**src/rtl/mips_mc_control.sv**
```systemverilog
// Multicycle MIPS control unit: Moore FSM with memory wait states, addi support
// and an optional exception path (undefined opcode / ALU overflow).
module mips_mc_control #(
    parameter int STATE_W = 8,
    parameter int MEM_LAT = 1,
    parameter int EXC_EN  = 1
) (
    input  logic               clk,
    input  logic               reset_n,
    input  logic [5:0]         Op,
    input  logic               Overflow,
    output logic               PCWriteCond,
    output logic               PCWrite,
    output logic               IorD,
    output logic               MemRead,
    output logic               MemWrite,
    output logic               MemtoReg,
    output logic               IRWrite,
    output logic               ALUSrcA,
    output logic               RegWrite,
    output logic               RegDst,
    output logic [1:0]         PCSource,
    output logic [1:0]         ALUOp,
    output logic [1:0]         ALUSrcB,
    output logic               EPCWrite,
    output logic               CauseWrite,
    output logic               IntCause,
    output logic [STATE_W-1:0] StateOut
);

    typedef enum logic [3:0] {
        S_RESET    = 4'd0,
        S_FETCH    = 4'd1,
        S_DECODE   = 4'd2,
        S_MEMADDR  = 4'd3,
        S_MEMREAD  = 4'd4,
        S_MEMWB    = 4'd5,
        S_MEMWRITE = 4'd6,
        S_EXECUTE  = 4'd7,
        S_RTYPE_WB = 4'd8,
        S_BRANCH   = 4'd9,
        S_JUMP     = 4'd10,
        S_ADDI_EX  = 4'd11,
        S_ADDI_WB  = 4'd12,
        S_EXCEPT   = 4'd13
    } state_t;

    localparam logic [3:0] LAT_M1 = 4'(MEM_LAT - 1);
    localparam logic       EXC_ON = (EXC_EN != 0);

    state_t     state_reg, state_next;
    logic [3:0] cnt_reg, cnt_next;
    logic       cause_reg, cause_next;

    function automatic logic is_wait(input state_t s);
        return (s == S_FETCH) || (s == S_MEMREAD) || (s == S_MEMWRITE);
    endfunction

    always_ff @(posedge clk) begin
        if (!reset_n) begin
            state_reg <= S_RESET;
            cnt_reg   <= 4'd0;
            cause_reg <= 1'b0;
        end else begin
            state_reg <= state_next;
            cnt_reg   <= cnt_next;
            cause_reg <= cause_next;
        end
    end

    always_comb begin
        state_next = state_reg;
        cause_next = cause_reg;
        case (state_reg)
            S_RESET:    state_next = S_FETCH;
            S_FETCH:    if (cnt_reg == 4'd0) state_next = S_DECODE;
            S_DECODE: begin
                case (Op)
                    6'h00:        state_next = S_EXECUTE;
                    6'h23, 6'h2B: state_next = S_MEMADDR;
                    6'h04:        state_next = S_BRANCH;
                    6'h02:        state_next = S_JUMP;
                    6'h08:        state_next = S_ADDI_EX;
                    default: begin
                        if (EXC_ON) begin
                            state_next = S_EXCEPT;
                            cause_next = 1'b0;
                        end else begin
                            state_next = S_FETCH;
                        end
                    end
                endcase
            end
            // IR is stable, so Op is re-examined to split lw from sw.
            S_MEMADDR:  state_next = (Op == 6'h2B) ? S_MEMWRITE : S_MEMREAD;
            S_MEMREAD:  if (cnt_reg == 4'd0) state_next = S_MEMWB;
            S_MEMWRITE: if (cnt_reg == 4'd0) state_next = S_FETCH;
            S_EXECUTE, S_ADDI_EX: begin
                if (EXC_ON && Overflow) begin
                    state_next = S_EXCEPT;
                    cause_next = 1'b1;
                end else begin
                    state_next = (state_reg == S_EXECUTE) ? S_RTYPE_WB : S_ADDI_WB;
                end
            end
            S_MEMWB, S_RTYPE_WB, S_ADDI_WB,
            S_BRANCH, S_JUMP, S_EXCEPT: state_next = S_FETCH;
            default:    state_next = S_RESET;
        endcase

        // Wait counter reloads on entry to a memory state, counts down while inside.
        if (is_wait(state_next) && (state_next != state_reg))
            cnt_next = LAT_M1;
        else if (is_wait(state_reg) && (cnt_reg != 4'd0))
            cnt_next = cnt_reg - 4'd1;
        else
            cnt_next = cnt_reg;
    end

    always_comb begin
        PCWriteCond = 1'b0;
        PCWrite     = 1'b0;
        IorD        = 1'b0;
        MemRead     = 1'b0;
        MemWrite    = 1'b0;
        MemtoReg    = 1'b0;
        IRWrite     = 1'b0;
        ALUSrcA     = 1'b0;
        RegWrite    = 1'b0;
        RegDst      = 1'b0;
        PCSource    = 2'b00;
        ALUOp       = 2'b00;
        ALUSrcB     = 2'b00;
        EPCWrite    = 1'b0;
        CauseWrite  = 1'b0;
        IntCause    = 1'b0;
        case (state_reg)
            S_FETCH: begin
                MemRead = 1'b1;
                ALUSrcB = 2'b01;
                IRWrite = (cnt_reg == 4'd0);
                PCWrite = (cnt_reg == 4'd0);
            end
            S_DECODE:   ALUSrcB = 2'b11;
            S_MEMADDR: begin
                ALUSrcA = 1'b1;
                ALUSrcB = 2'b10;
            end
            S_MEMREAD: begin
                MemRead = 1'b1;
                IorD    = 1'b1;
            end
            S_MEMWRITE: begin
                MemWrite = 1'b1;
                IorD     = 1'b1;
            end
            S_MEMWB: begin
                RegWrite = 1'b1;
                MemtoReg = 1'b1;
            end
            S_EXECUTE: begin
                ALUSrcA = 1'b1;
                ALUOp   = 2'b10;
            end
            S_RTYPE_WB: begin
                RegDst   = 1'b1;
                RegWrite = 1'b1;
            end
            S_BRANCH: begin
                ALUSrcA     = 1'b1;
                ALUOp       = 2'b01;
                PCWriteCond = 1'b1;
                PCSource    = 2'b01;
            end
            S_JUMP: begin
                PCWrite  = 1'b1;
                PCSource = 2'b10;
            end
            S_ADDI_EX: begin
                ALUSrcA = 1'b1;
                ALUSrcB = 2'b10;
            end
            S_ADDI_WB:  RegWrite = 1'b1;
            S_EXCEPT: begin
                PCWrite    = 1'b1;
                PCSource   = 2'b11;
                EPCWrite   = 1'b1;
                CauseWrite = 1'b1;
                IntCause   = cause_reg;
            end
            default: ;
        endcase
    end

    assign StateOut = STATE_W'(state_reg);

endmodule

```
**config.mk**
```make
export PLATFORM = sky130hd
export DESIGN_NAME = mips_mc_control
export DESIGN_NICKNAME = d
export VERILOG_FILES = /design/src/rtl/mips_mc_control.sv
export SDC_FILE = /design/constraint.sdc
export NUM_CORES = 1
export LEC_CHECK = 0
export ABC_AREA = 1
export CAP_MARGIN = 0
export CORE_UTILIZATION = 46
export DETAILED_ROUTE_END_ITERATION = 8
export PLACE_DENSITY = 0.94
export SLEW_MARGIN = 40
export SYNTH_ARGS = -nofsm -noshare
export SYNTH_HDL_FRONTEND = slang
export SYNTH_SLANG_ARGS = --single-unit
```
**constraint.sdc**
```tcl
create_clock -name clk -period 3.5 [get_ports clk]
set_input_delay 0.525 -clock clk [delete_from_list [all_inputs] [get_ports clk]]
set_output_delay 0.525 -clock clk [all_outputs]
set_load 0.05 [all_outputs]
```
# == Yosys cells after proc, flatten, opt, wreduce, memory -nomap -nowiden ==
# Cells that the tools add are included.
# totals
regBits,9
latchBits,0
mem_bits_rw,0
romBits,0
inputBits,9
output_inout_bits,27
word_cells,78
n_memories,0
# classes
n_addsub,1
multipliers,0
div,0
order_cmp,0
eq_ne,24
shift,0
n_mux,26
bitwise,1
reduce_logical,23
# ops
op,n
$pmux W4 S7,1
$eq A4 B3 Y1 const B,6
$eq A4 B4 Y1 const B,6
$pmux W4 S5,1
$reduce_or A2 Y1,7
$mux W1,13
$eq A6 B6 Y1 const B,2
$mux W4,3
$pmux W2 S3,2
$eq A4 B1 Y1 const B,2
$eq A4 B2 Y1 const B,2
$logic_not A4 Y1,2
$reduce_or A7 Y1,1
$eq A6 B2 Y1 const B,1
$eq A6 B3 Y1 const B,1
$eq A6 B4 Y1 const B,1
$logic_not A6 Y1,1
$mux W3,2
$reduce_or A6 Y1,1
$logic_or A1 B1 Y1,4
$ne A2 B2 Y1 const B,2
$ne A4 B4 Y1,1
$pmux W1 S2,2
$pmux W2 S2,1
other kinds (9),10

# == Longest topological paths before layout ==
# Gate-level depths: netlist of the first run.
# depth
depth_word,9
ltp_mapped,14
mapped_depth_nobuf,14

# == Worst setup path after synthesis of the first run ==
# OpenSTA, ideal clock, no wires.
# synth_timing
kind,reg2out
start,register state_reg[0]
end,output PCWrite
t_arrival_ns,2.231
required_time_ns,2.975
slack_ns,0.744
stages_incl_launch_ff,5
path_buffers,0
path_cell_list,dfxtp_1 nand2_4 nor2_1 nor2_1 nand2_1
# synth_via
elab_chain_cells,3
elab_cells_between_ends,5
cone_classes,3 x eq/ne; 1 x mux; 1 x reduce/logical
# synth_lines
element,line_no,text
"start, declared",51,"state_t state_reg, state_next;"
"start signal, assigned",65,state_reg <= state_next;
$eq A4 B4 Y1,137,case (state_reg)
$reduce_or A2 Y1 (no line),-,
$pmux W1 S2 (*),137,
"end, declared",13,"output logic PCWrite,"
# Every way passes the cells marked *; elsewhere a longest branch is shown, timed or not.

# == Worst setup path after layout of the first run ==
# layout_timing
start,register state_reg[0]
end,output ALUSrcB[0]
# layout_via
elab_chain_cells,3
elab_cells_between_ends,6
cone_classes,4 x eq/ne; 1 x mux; 1 x reduce/logical
# layout_lines
element,line_no,text
$eq A4 B4 Y1 / $eq A4 B2 Y1 (equally long branches),137,
$reduce_or A2 Y1 (no line),-,
$pmux W2 S3 (*),137,
"end, declared",24,"output logic [1:0] ALUSrcB,"
# Marks and branches as above.

==> flow_summary.toml, run 1 <==
[synthesis]
synthTopCellsByArea = "sky130_fd_sc_hd__dfxtp_1 20%, sky130_fd_sc_hd__nand2_1 15%, sky130_fd_sc_hd__nor2_1 15%"
yosysUniqueCellTypes = 26
ys_async_sr_fraction_pct = 0
syn_area_um2 = 919.6
library_cell_with_the_highest_instance_count_after_synthesis = "sky130_fd_sc_hd__nand2_1"
ys_top_cells_by_count = "37 x sky130_fd_sc_hd__nand2_1, 36 x sky130_fd_sc_hd__nor2_1, 26 x sky130_fd_sc_hd__inv_1, 9 x sky130_fd_sc_hd__dfxtp_1, 8 x sky130_fd_sc_hd__nand2_2"
syn_inst = 157
post_synth.cell_area_avg_um2 = 5.858
ys.flop_type = "sky130_fd_sc_hd__dfxtp_1"
ys_warn_count = 0
ys_seq_elements = 9
sequential_element_share_of_the_synthesized_area_pct = 19.59
synth_enable_flop_cells = 0
synth_top_area_cell = "sky130_fd_sc_hd__dfxtp_1"
post-synth-top-area-fraction_pct = 19.59

[layout]
antennaDiodeCount = 0
share_of_layout_cells_above_drive_strength_1_pct = 14.81
fin_util_pct = 69.58
fillerInstances = 157
design.final.nets = 200
area_growth_pct = 36.33

[timing]
slew_headroom_pct = 66.08
timing_max_transition_violations_final = 0
final.hold.worst_slack_ps = 554.6
finalHoldViolCount = 0
timing.final.crit_share_pct = 74.76
worst_pin_slew_ps = 507.2
setup_tns_ps = 0
final_clock_skew_ps = 0.7215
fin_crit_ps = 2617
max_clock_freq_mhz = 382.2
rsz0062_at_grt = "no"
final-setup-viol-count = 0

[drt]
drt_wl_total_mm = 2.335
starting_drt_drc_count = 21
route.vias.total = 1030
drt_pre_antenna_iters = 5
drt-vias-per-instance = 4.813
remaining_drc_errors = 0
detail-route-antenna-nets = 0
wl_per_cell_um = 10.91

[worst_setup_path]
worst_setup_path_end_kind = "output port"
crit_type = "reg -> out"
worstPathRequired_ps = 2970
max_stage_delay_ps = 790
worstRegToRegCells = 12
crit_path_max_fanout = 6
regToRegSetupSlack_ps = 1810
worst_setup_path_start_kind = "flop"
crit_path_cell_trace = "inv_2 -> nand2_1 -> nor2_1 -> inv_1 -> nand2_1 -> clkdlybuf4s50_1"
worst-endpoint-arrival_ps = 2090
critical_path.most_common_cell = "sky130_fd_sc_hd__nand2_1"
critPathSlowestCell = "sky130_fd_sc_hd__clkdlybuf4s50_1"

[cts]
clkSlewWorstSetupHoldPaths_ps = 60
cts_resized = 0
post_cts_hold_buffer_count = 0
post-cts-setup-buffers = 0
htreeDepth = 1
clock-root-buffer = "sky130_fd_sc_hd__clkbuf_4"
clkLatencyLatePin_ps = 260
cts_buffer_depth = 2
cts.sinks = 9
tritoncts = "yes"
numCtsBuffers = 3

[power_and_ir_drop]
vdd.ir_drop.worst_uv = 385.0
leakage_nw = 0.6397
power-per-cell-area_nw_per_um2 = 711.8

[global_routing]
via_count_of_the_first_global_routing_pass = 939
globalRouteOverflowTotal = 0
grt_usage_pct = 23.95
grt_max_degree = 8
grt_first_pass_wirelength_mm = 3.691
initial_antenna_violation_count = 0

[placed_design]
gp_routability_congestion = 0.9147
place.port_buffers = 31
hpwl_mm = 1.975

[run_status]
outcome = "complete, no violations"

[die]
die_h_um = 46.71
chipWidth_um = 46.71
floorplan.rows = 15
core-area_um2 = 1802
initial_utilization_pct = 51.04
pin_count = 36
dieArea_um2 = 2182

[flow_run]
timing.max_cap.violations = 0

[hold_path]
hold_path_class = "reg -> reg"
min_path_cells = 2
## path summary, 6_finish.rpt
path,start,endpoint
max,state_reg[0],ALUSrcB[0]
min,cause_reg,cause_reg
max reg2reg,cnt_reg[0],cnt_reg[2]
min reg2reg,cause_reg,cause_reg
## critical path, delay by kind of cell, from the launching register on
family	cells	cell delay [ps]
DFF	1	400
and+or+nand+nor	3	470
buffers and inverters	3	950
## kinds of logic after synthesis
logic type / after synthesis / share of synthesized area (%)
other: 1 / 0.4078
xor gates and xnor gates: 3 / 2.858
AOI/OAI and AO/OA: 5 / 4.763
buffers and inverters: 37 / 17.55
and+or+nand+nor: 101 / 53.47
adders and majority gates: 1 / 1.360
DFF: 9 / 19.59
## metrics by stage
step / instances / power, mW / cell area (um2) / worst slack, ps
global placement: 210 / 0.7981 / 1227 / 1202
floorplan: 160 / 0.6349 / 930.9 / 744.2
finish: 214 / 0.8924 / 1254 / 883.3
detailed placement: 210 / 0.8125 / 1227 / 1111
CTS: 214 / 0.8936 / 1254 / 893.4
global route: 214 / 0.9501 / 1254 / 759.3
## routing by layer
layer	GRT usage, %	share of wire, %	vias to the layer above
met3	4.314	5.0	8
met1	26.70	41	456
li1	-	-	522
met2	43.33	52	44
met4	11.43	2.4	0
met5	0	0	-
## cell type report
type | instances | area (um2) | area share, %
Multi-Input combinational cell | 114 | 589.3 | 47.01
Timing Repair Buffer | 31 | 310.3 | 24.75
Sequential cell | 9 | 180.2 | 14.37
Inverter | 31 | 116.4 | 9.281
Tap cell | 25 | 31.28 | 2.495
Clock buffer | 4 | 26.28 | 2.096
## cells in the final DEF, fill, tap and decap left out
master | netlist | layout
sky130_fd_sc_hd__nand2_1 | 37 | 37
sky130_fd_sc_hd__nor2_1 | 36 | 36
sky130_fd_sc_hd__clkdlybuf4s50_1 | 0 | 31
sky130_fd_sc_hd__inv_1 | 26 | 26
sky130_fd_sc_hd__dfxtp_1 | 9 | 9
sky130_fd_sc_hd__nand2_2 | 8 | 8
sky130_fd_sc_hd__nand3_1 | 6 | 6
sky130_fd_sc_hd__inv_2 | 5 | 5
sky130_fd_sc_hd__conb_1 | 1 | 4
sky130_fd_sc_hd__nor2_2 | 3 | 3
sky130_fd_sc_hd__xor2_1 | 3 | 3
sky130_fd_sc_hd__clkbuf_4 | 0 | 3
sky130_fd_sc_hd__nand2_4 | 2 | 2
sky130_fd_sc_hd__nand3_2 | 2 | 2
sky130_fd_sc_hd__nor2_4 | 1 | 1
sky130_fd_sc_hd__nor2_8 | 1 | 1
sky130_fd_sc_hd__nor3b_1 | 1 | 1
sky130_fd_sc_hd__nand3b_1 | 1 | 1
sky130_fd_sc_hd__a21boi_1 | 1 | 1
sky130_fd_sc_hd__o21ai_4 | 1 | 1
sky130_fd_sc_hd__nor4_2 | 1 | 1
sky130_fd_sc_hd__nand4_2 | 1 | 1
sky130_fd_sc_hd__a311oi_1 | 1 | 1
sky130_fd_sc_hd__nor3_1 | 1 | 1
sky130_fd_sc_hd__a31oi_1 | 1 | 1
sky130_fd_sc_hd__o21ai_0 | 1 | 1
sky130_fd_sc_hd__ha_1 | 1 | 1
sky130_fd_sc_hd__clkbuf_1 | 0 | 1
## report_power, final
part	internal, mW	switching, mW	total [mW]
Sequential	0.117	0.0283	0.145
Combinational	0.207	0.459	0.665
Clock	0.0440	0.0378	0.0818
Total	0.368	0.525	0.892
Note: power is estimated with default switching activity, not from simulation.
==> run 2, diff against run 1 <==
--- a/config.mk
+++ b/config.mk
@@ -7,9 +7,9 @@
 export LEC_CHECK = 0
 export ABC_AREA = 1
 export CAP_MARGIN = 0
-export CORE_UTILIZATION = 46
+export CORE_UTILIZATION = 43
 export DETAILED_ROUTE_END_ITERATION = 8
-export PLACE_DENSITY = 0.94
+export PLACE_DENSITY = 0.89
 export SLEW_MARGIN = 40
 export SYNTH_ARGS = -nofsm -noshare
 export SYNTH_HDL_FRONTEND = slang
==> constraint.sdc (replaced) <==
create_clock -name clk -period 2.5 [get_ports clk]
set_input_delay 0.375 -clock clk [delete_from_list [all_inputs] [get_ports clk]]
set_output_delay 0.375 -clock clk [all_outputs]
set_load 0.05 [all_outputs]
==> flow_summary.toml, run 2 (synthesis results as in run 1) <==
[run_status]
outcome = "complete, no violations"

[timing]
timing.final.crit_share_pct = 95.79
timing_max_transition_violations_final = 0
final-setup-viol-count = 0
final_clock_skew_ps = 8.010
worst_pin_slew_ps = 505.4
setup_tns_ps = 0
rsz0062_at_grt = "no"
max_clock_freq_mhz = 417.6
fin_crit_ps = 2395
postLayoutSetupSlackWorst_ps = 105.2
finalHoldViolCount = 0
slew_headroom_pct = 66.20

[power_and_ir_drop]
vdd.ir_drop.worst_uv = 513.6
power_mw = 1.236
power-per-cell-area_nw_per_um2 = 976.2
leakage_nw = 0.6706

[layout]
fillerInstances = 167
mostFrequentLayoutCell = "sky130_fd_sc_hd__nand2_1"
multi_input_comb_area_um2 = 599.3
layoutNonFillerInstCount = 216
antennaDiodeCount = 0
design.final.nets = 200
area_growth_pct = 37.69
final_area_um2 = 1266
layout_common_cells = "37 x sky130_fd_sc_hd__nand2_1, 34 x sky130_fd_sc_hd__nor2_1, 27 x sky130_fd_sc_hd__clkdlybuf4s50_1, 26 x sky130_fd_sc_hd__inv_1, 9 x sky130_fd_sc_hd__dfxtp_1"
ff_latch_area_um2 = 180.2
share_of_layout_cells_above_drive_strength_1_pct = 17.46

[drt]
remaining_drc_errors = 0
wl_per_cell_um = 10.29
starting_drt_drc_count = 29
route.vias.total = 1009
detail-route-antenna-nets = 0
drt-vias-per-instance = 4.671
drt_wl_total_mm = 2.223
drt_pre_antenna_iters = 4

[die]
dieArea_um2 = 2328
initial_utilization_pct = 46.40
pin_count = 36
core-area_um2 = 1982
chipWidth_um = 48.25
die_h_um = 48.25
floorplan.rows = 16

[hold_path]
min_to = "cause_reg"
min_path_cells = 2
hold_path_class = "reg -> reg"
hold_path_startpoint = "cause_reg"

[cts]
tritoncts = "yes"
cts.sinks = 9
htreeDepth = 1
clkLatencyLatePin_ps = 260
clkSlewWorstSetupHoldPaths_ps = 60
post_cts_hold_buffer_count = 0
numCtsBuffers = 3
cts_buffer_depth = 2
clock-root-buffer = "sky130_fd_sc_hd__clkbuf_4"

[worst_setup_path]
worst_setup_path_end_kind = "output port"
crit_type = "reg -> out"
worst_setup_path_start_kind = "flop"
crit_path_max_fanout = 6
worstRegToRegCells = 10
regToRegSetupSlack_ps = 820
worstPathRequired_ps = 2120
regToRegStartpoint = "state_reg[0]"
critical_path.reg2reg.endpoint = "cnt_reg[1]"
worst-endpoint-arrival_ps = 2020

[placed_design]
gp_routability_congestion = 0.8571
dp_cells = 212
hpwl_mm = 1.901
placement.setup.worst_slack_ps = 330.7
place_area_um2 = 1235
place.port_buffers = 31

[global_routing]
globalRouteOverflowTotal = 0
grt_usage_pct = 18.78
via_count_of_the_first_global_routing_pass = 788
initial_antenna_violation_count = 0
grt_max_degree = 8
grt_first_pass_wirelength_mm = 3.146

[flow_run]
timing.max_cap.violations = 0
## run 2: changes by cell type in the layout (fill, tap and decap cells not counted)
cell	change
sky130_fd_sc_hd__nor3b_1	-1
sky130_fd_sc_hd__clkdlybuf4s50_1	-4
sky130_fd_sc_hd__dlymetal6s2s_1	+2
sky130_fd_sc_hd__nor3b_2	+1
sky130_fd_sc_hd__buf_4	+2
sky130_fd_sc_hd__nor2_2	+2
sky130_fd_sc_hd__nor2_1	-2
## run 2: power by group
part | internal [mW] | total (mW) | switching (mW)
logic | 0.281 | 0.914 | 0.633
registers | 0.164 | 0.204 | 0.0405
clock network | 0.0616 | 0.118 | 0.0565
## run 2: layer usage
metal	vias up	share of wire, %	track usage, %	wire, um
met4	0	0	3.333	0
met5	-	0	0	0
met1	454	44	24.22	984
met2	35	50	34.40	1112
li1	520	-	-	-
met3	0	5.7	1.111	127
## run 2: worst max-delay path by stage
stage	start	end	slack, ps	cells past startpoint
floorplan	state_reg[0]	cnt_reg[1]	80	11
global placement	state_reg[0]	PCWrite	370	5
detailed placement	cnt_reg[0]	PCWrite	330	7
CTS	cnt_reg[0]	PCWrite	20	7
global route	state_reg[0]	MemRead	50	5
finish	state_reg[0]	MemRead	110	5
## run 2: cell type report
type                            instances  share of cell area (%)
Multi-Input combinational cell        114                   47.33
Sequential cell                         9                   14.23
Inverter                               31                   9.190
Clock buffer                            4                   2.075
Timing Repair Buffer                   31                   24.51
Tap cell                               27                   2.668
## run 2: what timing repair did
action	4_1_cts	5_1_grt
resized for setup	0	2
hold endpoints to repair	0	0
buffers inserted	0	0
endpoints found under the setup margin	0	2
## run 2: per-stage QoR
step | util, % | hold slack [ps]
global route | 63.89 | 534.2
finish | 63.89 | 512.9
global placement | 62.31 | 502.2
CTS | 63.64 | 509.1
detailed placement | 62.31 | 496.9
floorplan | - | 470.1
## run 2: critical path: stages (launching register included)
cell                              delay [ps]
sky130_fd_sc_hd__dfxtp_1                 520
sky130_fd_sc_hd__nand2_4                 160
sky130_fd_sc_hd__nor2_8                  170
sky130_fd_sc_hd__inv_1                    70
sky130_fd_sc_hd__nand2_1                  50
sky130_fd_sc_hd__clkdlybuf4s50_1         790
